--- config.mk ---
export PLATFORM = sky130hd
export DESIGN_NAME = tdm_demux16_flat
export DESIGN_NICKNAME = d
export VERILOG_FILES = /design/src/rtl/tdm_demux16_if.sv /design/src/rtl/tdm_demux16.sv /design/src/flat_wrapper.sv
export SDC_FILE = /design/constraint.sdc
export NUM_CORES = 1
export LEC_CHECK = 0
export BUFFER_PORTS_ARGS = -buffer_cell sky130_fd_sc_hd__buf_2
export CORE_MARGIN = 2
export CORE_UTILIZATION = 40
export CTS_CLUSTER_DIAMETER = 60
export DETAILED_ROUTE_END_ITERATION = 8
export PLACE_DENSITY = 0.67
export SYNTH_ARGS = -nofsm -noshare
export SYNTH_HDL_FRONTEND = slang
export SYNTH_SLANG_ARGS = --single-unit
--- constraint.sdc ---
create_clock -name clk -period 3.6 [get_ports clk]
set_input_delay 0.36 -clock clk [delete_from_list [all_inputs] [get_ports clk]]
set_output_delay 0.36 -clock clk [all_outputs]
set_load 0.03 [all_outputs]
--- src/rtl/tdm_demux16_if.sv ---
// Bundle between the TDM deserializer and its environment (frame control, mux select, word output).
// Latency: none, wires only.
// Backpressure: din_valid low stalls capture; the word consumer cannot push back.
interface tdm_demux16_if #(
  parameter int WIDTH = 16,
  parameter int SEL_W = 4
);
  logic             start;
  logic             abort;
  logic             din;
  logic             din_valid;
  logic [SEL_W-1:0] sel;
  logic [WIDTH-1:0] data_out;
  logic             out_valid;
  logic             busy;

  // Environment side: issues frame control and feeds the serial bit back from the mux.
  modport master (
    output start, abort, din, din_valid,
    input  sel, data_out, out_valid, busy
  );

  // Deserializer side.
  modport slave (
    input  start, abort, din, din_valid,
    output sel, data_out, out_valid, busy
  );
endinterface

--- src/rtl/tdm_demux16.sv ---
// 1:WIDTH TDM deserializer: steps the upstream mux select and reassembles one bit per select value.
// Latency: out_valid WIDTH+1 cycles after the start cycle when din_valid stays high.
// Backpressure: din_valid low holds sel and shadow; there is no timeout; the output is a one-cycle pulse.
module tdm_demux16 #(
  parameter int WIDTH      = 16,
  parameter int SEL_W      = 4,   // 2**SEL_W must equal WIDTH
  parameter bit CONTINUOUS = 1'b0
) (
  input  logic         clk,
  input  logic         rst_n,
  tdm_demux16_if.slave bus
);

  typedef enum logic {IDLE = 1'b0, SCAN = 1'b1} state_t;

  localparam logic [SEL_W-1:0] SEL_LAST = SEL_W'(WIDTH - 1);
  localparam logic [SEL_W-1:0] SEL_ONE  = SEL_W'(1);

  state_t           state_q, state_d;
  logic [SEL_W-1:0] sel_q, sel_d;
  logic [WIDTH-1:0] shadow_q, shadow_d;
  logic [WIDTH-1:0] data_q, data_d;
  logic             ov_q, ov_d;

  // State and datapath registers; reset mid-frame drops partial data.
  always_ff @(posedge clk or negedge rst_n) begin
    if (!rst_n) begin
      state_q  <= IDLE;
      sel_q    <= '0;
      shadow_q <= '0;
      data_q   <= '0;
      ov_q     <= 1'b0;
    end else begin
      state_q  <= state_d;
      sel_q    <= sel_d;
      shadow_q <= shadow_d;
      data_q   <= data_d;
      ov_q     <= ov_d;
    end
  end

  // Next-state: abort beats capture and wrap; the last bit goes straight into data_out,
  // bypassing shadow, so the word is available the cycle after its final capture.
  always_comb begin
    state_d  = state_q;
    sel_d    = sel_q;
    shadow_d = shadow_q;
    data_d   = data_q;
    ov_d     = 1'b0;
    unique case (state_q)
      IDLE: begin
        sel_d = '0;
        if (bus.start && !bus.abort) state_d = SCAN;
      end
      SCAN: begin
        if (bus.abort) begin
          state_d = IDLE;
          sel_d   = '0;
        end else if (bus.din_valid) begin
          shadow_d[sel_q] = bus.din;
          if (sel_q == SEL_LAST) begin
            data_d = {bus.din, shadow_q[WIDTH-2:0]};
            ov_d   = 1'b1;
            sel_d  = '0;
            if (!CONTINUOUS) state_d = IDLE;
          end else begin
            sel_d = sel_q + SEL_ONE;
          end
        end
      end
      default: begin
        state_d = IDLE;
        sel_d   = '0;
      end
    endcase
  end

  // Every output comes straight from a flop so the mux select never glitches.
  assign bus.sel       = sel_q;
  assign bus.data_out  = data_q;
  assign bus.out_valid = ov_q;
  assign bus.busy      = (state_q == SCAN);

endmodule
--- src/flat_wrapper.sv ---
// flat-port wrapper written by rule: the top's interface ports become plain ports
module tdm_demux16_flat 
#(
  parameter int WIDTH      = 16,
  parameter int SEL_W      = 4,                               
  parameter bit CONTINUOUS = 1'b0
)
  (clk, rst_n, bus_start, bus_abort, bus_din, bus_din_valid, bus_sel, bus_data_out, bus_out_valid, bus_busy);
  tdm_demux16_if #(.WIDTH(WIDTH), .SEL_W(SEL_W)) bus_i ();
  input  logic clk;
  input  logic rst_n;
  input wire logic [$bits(bus_i.start)-1:0] bus_start;
  input wire logic [$bits(bus_i.abort)-1:0] bus_abort;
  input wire logic [$bits(bus_i.din)-1:0] bus_din;
  input wire logic [$bits(bus_i.din_valid)-1:0] bus_din_valid;
  output wire logic [$bits(bus_i.sel)-1:0] bus_sel;
  output wire logic [$bits(bus_i.data_out)-1:0] bus_data_out;
  output wire logic [$bits(bus_i.out_valid)-1:0] bus_out_valid;
  output wire logic [$bits(bus_i.busy)-1:0] bus_busy;
  assign bus_i.start = bus_start;
  assign bus_i.abort = bus_abort;
  assign bus_i.din = bus_din;
  assign bus_i.din_valid = bus_din_valid;
  assign bus_sel = bus_i.sel;
  assign bus_data_out = bus_i.data_out;
  assign bus_out_valid = bus_i.out_valid;
  assign bus_busy = bus_i.busy;
  tdm_demux16 #(.WIDTH(WIDTH), .SEL_W(SEL_W), .CONTINUOUS(CONTINUOUS)) u_core (.clk(clk), .rst_n(rst_n), .bus(bus_i));
endmodule
==> results of run 1 <==
[worst max-delay path: stages (launching register included)]
cell	delay (ns)
dfrtp_1	0.44
ha_1	0.30
nand4b_4	0.19
nor2_8	0.34
mux2_2	0.38
[registers in the layout (all words and copies together), names as in the netlist]
register	count
u_core.bus.sel	4
u_core.bus.out_valid	1
u_core.bus.data_out	16
u_core.bus.busy	1
u_core.shadow_q	15
[per-layer routing]
layer | vias to the layer above | track usage
li1 | 479 | -
met1 | 494 | 0.190
met2 | 30 | 0.228
met3 | 2 | 0.0510
met4 | 0 | 0.0675
met5 | - | 0
[worst paths after layout]
path,end,slack (ns),cells past startpoint
max,u_core.bus.data_out[15],1.83,4
min,u_core.bus.data_out[1],0.16,1
max reg2reg,u_core.bus.data_out[15],1.83,4
min reg2reg,u_core.bus.data_out[6],0.50,1
max in group asynchronous,u_core.shadow_q[8],2.93,1
min in group clk,u_core.bus.busy,0.30,2
[kinds of logic after synthesis]
logic type      Yosys count  synth area share
flops                    37             0.559
simple gates             34             0.123
buf+inv                   7            0.0280
compound gates            5            0.0166
mux                      32             0.237
xor+xnor                  1           0.00529
fa+ha+maj                 4            0.0302
[Yosys cell counts]
| cell | number |
|---|---|
| nand2_2 | 1 |
| ha_1 | 4 |
| mux2_4 | 9 |
| or4_1 | 1 |
| nand2_1 | 2 |
| nor3_1 | 4 |
| nor2_8 | 1 |
| a21oi_1 | 3 |
| a211oi_1 | 1 |
| buf_2 | 3 |
| dfrtp_1 | 37 |
| buf_12 | 1 |
| inv_1 | 2 |
| clkbuf_1 | 1 |
| nor2_1 | 15 |
| mux2_2 | 22 |
| or2b_1 | 1 |
| mux2i_1 | 1 |
| nand2b_1 | 3 |
| nand4b_1 | 3 |
| o21ai_0 | 1 |
| xor2_1 | 1 |
| nand4b_4 | 1 |
| nand3_1 | 2 |
[area by class of cell]
class                           instances  area share
Timing Repair Buffer                   27      0.0705
Sequential cell                        37       0.483
Clock inverter                          2      0.0183
Clock buffer                            5      0.0359
Multi-Input combinational cell         76       0.356
Tap cell                               50      0.0326
Inverter                                2     0.00391
[report_power, final]
group,leakage (nW),switching (mW),total (mW),internal [mW]
Clock,0.0540,0.135,0.336,0.201
Sequential,0.513,0.00548,0.427,0.421
Combinational,0.443,0.0200,0.0300,0.0100
==> metrics, run 1 <==
outcome completed; FF+latch count, synth 37; setup bufs post-CTS 0; worst reg2reg startpoint u_core.bus.sel[0]; Max-Cap Viols 0; Die Area 0.00467 mm^2; Setup crit start kind flip-flop; DP Area approximately 0.0018 mm^2; CTS clk-pin slew, worst paths about 0.07 ns; CP Capture Type flip-flop; vias roughly 1000; Post-Syn Nets 130; initial antenna violation count 0; Die H 68.3 um; Worst Setup SP u_core.bus.sel[0]; routed wl met3 183 um; Max Used Layer met4; post-route setup slack approximately 1.8 ns; final count of negative-setup-slack endpoints 0; CTS H-tree lvls 2; DP Cell Count 192; CTS Buffer Depth 2; Crit Path Class flip-flop to flip-flop; commonest cells after routing, fill and taps aside 37 x dfrtp_1, 27 x buf_2, 22 x mux2_2; Synth area leader dfrtp_1; Setup Skew 0.00958 ns; share of layout cells above drive strength 1 0.456; TritonRoute pass-1 iters 4; Final Hold Viols 0; fin nets 159; Seq/Total Area, Yosys 0.559; Worst slew margin 0.469; dpl ws between 1.5 and 2 ns; Core Region about 0.004 mm^2; cells after synthesis 120; detailed placement HPWL 2020 um; DRC Markers 0; ANT nets after route 0; effective utilization at floorplan 0.414; Achievable Freq ~560 MHz; final slew viol count 0; Overall Power 0.793 mW; GPL Wtd Cong 0.809; Min-Delay Path Class primary input to async pin; area delta synth->final 15.9%; fill cell count 341; Setup TNS 0 ns; synthesized area between 0.0015 and 0.002 mm^2; Sink Count 37; FP Rows 23; Clk Latency, worst-skew pair roughly 0.29 ns; RSZ-0062 raised after global routing no; routed length per instance 14.0 um; Seq. cell area 926 um^2; worst endpoint required time approximately 3.8 ns; total grt overflow 0; PD cells 413 mW/mm^2; CTS tree done; clock buffer count from CTS 5; antenna fix cells 0; fin crit share 0.492; Die X 68.3 um; final wirelength approximately 2800 um; largest net degree at the start of global routing 38; Final min period 1.77 ns; Max VDD drop 224 uV; fin util 0.480; I/O pin count 28; Static Leak 1.01 nW; most common cell after layout, fill and taps aside dfrtp_1; WL met1 1270 um; Worst Hold Margin roughly 0.16 ns; most area-consuming cells after synthesis dfrtp_1 56%, mux2_2 15%, mux2_4 8.2%; drt via density 5.05; syn avg cell area 13.8 um^2; worst path arrival time 1.94 ns; first-pass GRT wire length 5030 um; Finished Cell Area 0.00192 mm^2; total met2 wirelength after detailed routing ~1300 um; worst-margin pin slew ~0.80 ns; synth unique cells 24; CTS Root Cell clkbuf_8; Iteration-0 DRC Markers 35; number of global-route vias before repair roughly 1100; cells resized by post-CTS repair 0; multi-input logic area between 600 and 700 um^2; # port buffers 27; GRT Total Usage 0.149; YS warnings 0; Final Non-Filler Cells 199; CP max FO 17; CTS Hold Buffers Added 0; post-synth top area share 0.559
No activity file was read; power rests on OpenSTA's default activity.
==> run 2: changes to the inputs <==
Clock period 3.6 ns to 1.85 ns, I/O delays scaled along.
==> run 2 against run 1 <==
- combinational power grew 97%
- setup slack lost 1.7 ns
- worst hold slack lost 0.16 ns
- maximum frequency grew 1.1%
- routed wire length grew 4.2%
- clock skew shrank 0.0045 ns
- cell area grew 0.78%
- first-iteration DRC count shrank 46%
- non-clock buffer count grew 2
- core utilization grew 0.38 points
- highest routed layer unchanged
- the flow now finishes with violations (negative hold slack)
==> metrics, run 2 (synthesis results as in run 1) <==
detailed placement HPWL 2110 um (was 2020 um); Die Area 0.00467 mm^2 (unchanged); Die X 68.3 um (unchanged); RSZ-0062 raised after global routing no (unchanged); Static Leak 1.02 nW (was 1.01 nW); setup bufs post-CTS 0 (unchanged); FP Rows 23 (unchanged); Final min period 1.75 ns (was 1.77 ns); GPL Wtd Cong 0.814 (was 0.809); sequential share of power 0.537 (was 0.538); GRT Total Usage 0.146 (was 0.149); Worst slew margin 0.455 (was 0.469); Die H 68.3 um (unchanged); TritonRoute pass-1 iters 4 (unchanged); largest net degree at the start of global routing 38 (unchanged); Setup crit start kind flip-flop (unchanged); first-pass GRT wire length 4950 um (was 5030 um); Final Hold Viols 2 (was 0); Min-Delay Path Class primary input to async pin (unchanged); fin util 0.483 (was 0.480); CTS Root Cell clkbuf_8 (unchanged); # port buffers 27 (unchanged); CP Capture Type flip-flop (unchanged); final count of negative-setup-slack endpoints 0 (unchanged); I/O pin count 28 (unchanged); Sink Count 37 (unchanged); DRC Markers 0 (unchanged); CTS clk-pin slew, worst paths 0.07 ns (about the same); PD cells 799 mW/mm^2 (was 413 mW/mm^2); R2R Path End u_core.bus.data_out[11] (was u_core.bus.data_out[15]); total grt overflow 0 (unchanged); Clock Power Share 0.424 (about the same); fin crit share 0.946 (was 0.492); fill cell count 359 (was 341); fin nets 161 (was 159); Iteration-0 DRC Markers 19 (was 35); Core Region 0.00400 mm^2 (unchanged); initial antenna violation count 0 (unchanged); Achievable Freq 571 MHz (was 565 MHz); Worst Reg-to-Reg Cells 4 (unchanged); post-route setup slack 0.0991 ns (was 1.83 ns); outcome finished, violations left (was completed); number of global-route vias before repair 1066 (was 1068); final slew viol count 0 (unchanged); CP max FO 17 (unchanged); final wirelength 2910 um (was 2790 um); worst-margin pin slew 0.817 ns (was 0.796 ns); P_int 1.23 mW (was 0.633 mW); Crit Path Class flip-flop to flip-flop (unchanged); worst path arrival time 1.92 ns (was 1.94 ns); Worst path depth 4 (unchanged); Largest delay share family, worst path simple AND/OR/NAND/NOR gates (unchanged); Critical Path End u_core.bus.data_out[11] (was u_core.bus.data_out[15]); failing checks negative hold slack; dpl ws 0.101 ns (was 1.82 ns); most common cell after layout, fill and taps aside dfrtp_1 (unchanged); max reg flops 16 (unchanged); CTS H-tree lvls 2 (unchanged); share of layout cells above drive strength 1 0.464 (was 0.456); vias 1025 (was 1005); WP buf/inv 0 (unchanged); routed length per instance 14.5 um (was 14.0 um); Critical-path top delay cell dfrtp_1 (unchanged); CTS Hold Buffers Added 0 (unchanged); Logic pwr share 0.038 (about the same); clock buffer count from CTS 5 (unchanged); Overall Power 1.55 mW (was 0.793 mW); slowest stage delay, CP 0.44 ns (about the same); DP Area 0.00183 mm^2 (was 0.00181 mm^2); worst path cell trace ha_1 -> nand4b_4 -> nor2_8 -> mux2_2 (unchanged); commonest cells after routing, fill and taps aside 37 x dfrtp_1, 27 x buf_2, 22 x mux2_2 (unchanged); Max-Cap Viols 0 (unchanged); area delta synth->final 16.8% (was 15.9%); Setup TNS 0 ns (unchanged); Worst Setup SP u_core.bus.sel[0] (unchanged); Clk Latency, worst-skew pair 0.28 ns (was 0.29 ns); Max VDD drop 408 uV (was 224 uV); DP Cell Count 194 (was 192); FF-to-FF setup slack 0.1 ns (was 1.83 ns); Switch Pwr 0.314 mW (was 0.160 mW); CTS Buffer Depth 2 (unchanged); drt via density 5.10 (was 5.05); Final Non-Filler Cells 201 (was 199); Worst Hold Margin -0.000332 ns (was 0.159 ns); worst reg2reg startpoint u_core.bus.sel[0] (unchanged); worst endpoint required time 2.02 ns (was 3.77 ns); CTS tree done (unchanged); Setup Skew 0.00509 ns (was 0.00958 ns); ANT nets after route 0 (unchanged); Finished Cell Area 0.00193 mm^2 (was 0.00192 mm^2); antenna fix cells 0 (unchanged); effective utilization at floorplan 0.414 (unchanged); Sw Ratio 0.203 (was 0.202); cells resized by post-CTS repair 0 (unchanged)
-- run 2: cell type report --
class / count / area (um^2) / area share
repair buffers: 29 / 150 / 0.0777
flip-flops and latches: 37 / 926 / 0.479
inverters: 2 / 7.51 / 0.00388
well taps: 50 / 62.6 / 0.0324
clock buffers: 5 / 68.8 / 0.0356
multi-input cells: 76 / 683 / 0.353
clock inverters: 2 / 35.0 / 0.0181
-- run 2: power groups by stage --
stage,clock network (mW),registers [mW],logic (mW)
finish,0.656,0.830,0.0591
global placement,0,0.844,0.0572
floorplan,0,0.848,0.0250
CTS,0.676,0.830,0.0600
detailed placement,0,0.845,0.0604
global route,0.714,0.831,0.0661
-- run 2: routing by layer --
| layer | up-vias | global-route usage | wire length, um |
|---|---|---|---|
| met2 | 28 | 0.234 | 1410 |
| met4 | 0 | 0.0525 | 41 |
| li1 | 478 | - | - |
| met5 | - | 0 | 0 |
| met3 | 5 | 0.0641 | 181 |
| met1 | 514 | 0.175 | 1280 |
-- run 2: worst min path at each step --
stage          start                     end  cells after the start
6_report       rst_n       u_core.bus.sel[3]                      1
5_1_grt        rst_n  u_core.bus.data_out[9]                      1
4_1_cts        rst_n  u_core.bus.data_out[1]                      1
3_5_place_dp   rst_n       u_core.bus.sel[3]                      1
3_3_place_gp   rst_n       u_core.bus.sel[2]                      1
2_1_floorplan  rst_n         u_core.bus.busy                      0
==> run 3: changes to the inputs <==
Settings changed: CORE_ASPECT_RATIO from default to 0.7, CORE_UTILIZATION 40 to 30, PLACE_DENSITY 0.67 to 0.55.
==> run 3 against run 2 <==
- the flow still finishes with violations (negative hold slack)
- first-iteration DRC count is 68% higher
- routed wire length grew 7.6%
- cell area grew 2.4%
- total power shrank 8.1%
- global-route usage decreased by 3.1 points
- count of clock-buffer cells in the layout grew 1
- clock skew hardly changed
==> metrics, run 3 (synthesis results as in run 1) <==
Max-Cap Viols 0 (unchanged); Worst slew margin 0.471 (was 0.455); worst-margin pin slew 0.794 ns (was 0.817 ns); DRC Markers 0 (unchanged); most common cell after layout, fill and taps aside dfrtp_1 (unchanged); Final Hold Viols 22 (was 2); outcome finished, violations left (unchanged); initial antenna violation count 0 (unchanged); CP Capture Type flip-flop (unchanged); CTS tree done (unchanged); Setup TNS 0 ns (unchanged); Worst Setup SP u_core.bus.sel[0] (unchanged); Core Region 0.00529 mm^2 (was 0.00400 mm^2); clock buffer count from CTS 5 (unchanged); antenna fix cells 0 (unchanged); worst endpoint required time 2.02 ns (about the same); first-pass GRT wire length 5460 um (was 4950 um); fin nets 163 (was 161); Die H 66.2 um (was 68.3 um); worst path arrival time 1.89 ns (was 1.92 ns); RSZ-0062 raised after global routing no (unchanged); worst reg2reg startpoint u_core.bus.sel[0] (unchanged); total grt overflow 0 (unchanged); number of global-route vias before repair 1087 (was 1066); # port buffers 27 (unchanged); Min-Delay Path Class primary input to async pin (unchanged); CTS Buffer Depth 2 (unchanged); CP max FO 6 (was 17); failing checks negative hold slack (unchanged); drt via density 4.49 (was 5.10); Achievable Freq 581 MHz (was 571 MHz); TritonRoute pass-1 iters 4 (unchanged); Worst Hold Margin -0.0163 ns (was -0.000332 ns); Setup crit start kind flip-flop (unchanged); final slew viol count 0 (unchanged); final wirelength 3130 um (was 2910 um); detailed placement HPWL 2270 um (was 2110 um); Overall Power 1.42 mW (was 1.55 mW); Setup Skew 0.00531 ns (was 0.00509 ns); cells resized by post-CTS repair 0 (unchanged); Sink Count 37 (unchanged); CTS clk-pin slew, worst paths 0.07 ns (about the same); Iteration-0 DRC Markers 32 (was 19); share of layout cells above drive strength 1 0.468 (was 0.464); I/O pin count 28 (unchanged); PD cells 717 mW/mm^2 (was 799 mW/mm^2); CTS Root Cell clkbuf_8 (unchanged); DP Area 0.00186 mm^2 (was 0.00183 mm^2); Static Leak 1.03 nW (was 1.02 nW); final count of negative-setup-slack endpoints 0 (unchanged); Finished Cell Area 0.00198 mm^2 (was 0.00193 mm^2); max reg flops 16 (unchanged); commonest cells after routing, fill and taps aside 37 x dfrtp_1, 27 x buf_2, 22 x mux2_2 (unchanged); Clk Latency, worst-skew pair 0.28 ns (about the same); CTS H-tree lvls 2 (unchanged); fin crit share 0.931 (was 0.946); routed length per instance 13.9 um (was 14.5 um); vias 1014 (was 1025); Max VDD drop 273 uV (was 408 uV); largest net degree at the start of global routing 38 (unchanged); CTS Hold Buffers Added 0 (unchanged); Die Area 0.00614 mm^2 (was 0.00467 mm^2); Final min period 1.72 ns (was 1.75 ns); Die X 92.8 um (was 68.3 um); GRT Total Usage 0.116 (was 0.146); ANT nets after route 0 (unchanged); FP Rows 22 (was 23); GPL Wtd Cong 0.739 (was 0.814); Crit Path Class flip-flop to flip-flop (unchanged); setup bufs post-CTS 0 (unchanged); effective utilization at floorplan 0.313 (was 0.414); area delta synth->final 19.6% (was 16.8%)
run 3: critical path, stage by stage, from the launching register on:
cell,delay [ns]
dfrtp_1,0.44
inv_1,0.14
ha_1,0.17
nand4b_1,0.23
nor3_1,0.27
mux2_2,0.37
run 3: through the flow:
stage | cells | setup WS [ns] | utilization
after floorplan | 120 | 0.0590 | -
after global placement | 216 | 0.176 | 0.351
after detailed placement | 216 | 0.100 | 0.351
after CTS | 224 | 0.0830 | 0.367
after global routing | 226 | 0.0221 | 0.375
final | 226 | 0.128 | 0.375
run 3: final cells by class:
class,instances,area (um^2)
Fill cell,525,3310
Sequential cell,37,926
Multi-Input combinational cell,76,683
Timing Repair Buffer,31,190
Tap cell,72,90.1
Clock buffer,6,72.6
Clock inverter,2,10.0
Inverter,2,7.51
run 3: report_power, final:
part	total, mW	switching [mW]	internal [mW]	leakage (nW)
Sequential	0.830	0.0101	0.820	0.513
Combinational	0.0590	0.0395	0.0195	0.470
Clock	0.531	0.270	0.261	0.0450
Total	1.42	0.319	1.10	1.03
run 3: worst paths after layout:
check | slack, ns | endpoint | depth (start not counted)
max | 0.13 | u_core.shadow_q[0] | 5
min | -0.02 | u_core.bus.data_out[0] | 1
max reg2reg | 0.13 | u_core.shadow_q[0] | 5
min reg2reg | 0.50 | u_core.bus.data_out[15] | 1
max in group asynchronous | 1.36 | u_core.shadow_q[11] | 1
min in group clk | 0.12 | u_core.bus.busy | 2
run 3: routing by layer:
metal,wire [um],share of wire,GRT usage
met1,1580,0.51,0.159
met5,0,0,0
met2,1370,0.44,0.176
met3,150,0.048,0.0399
met4,23,0.0073,0.0276
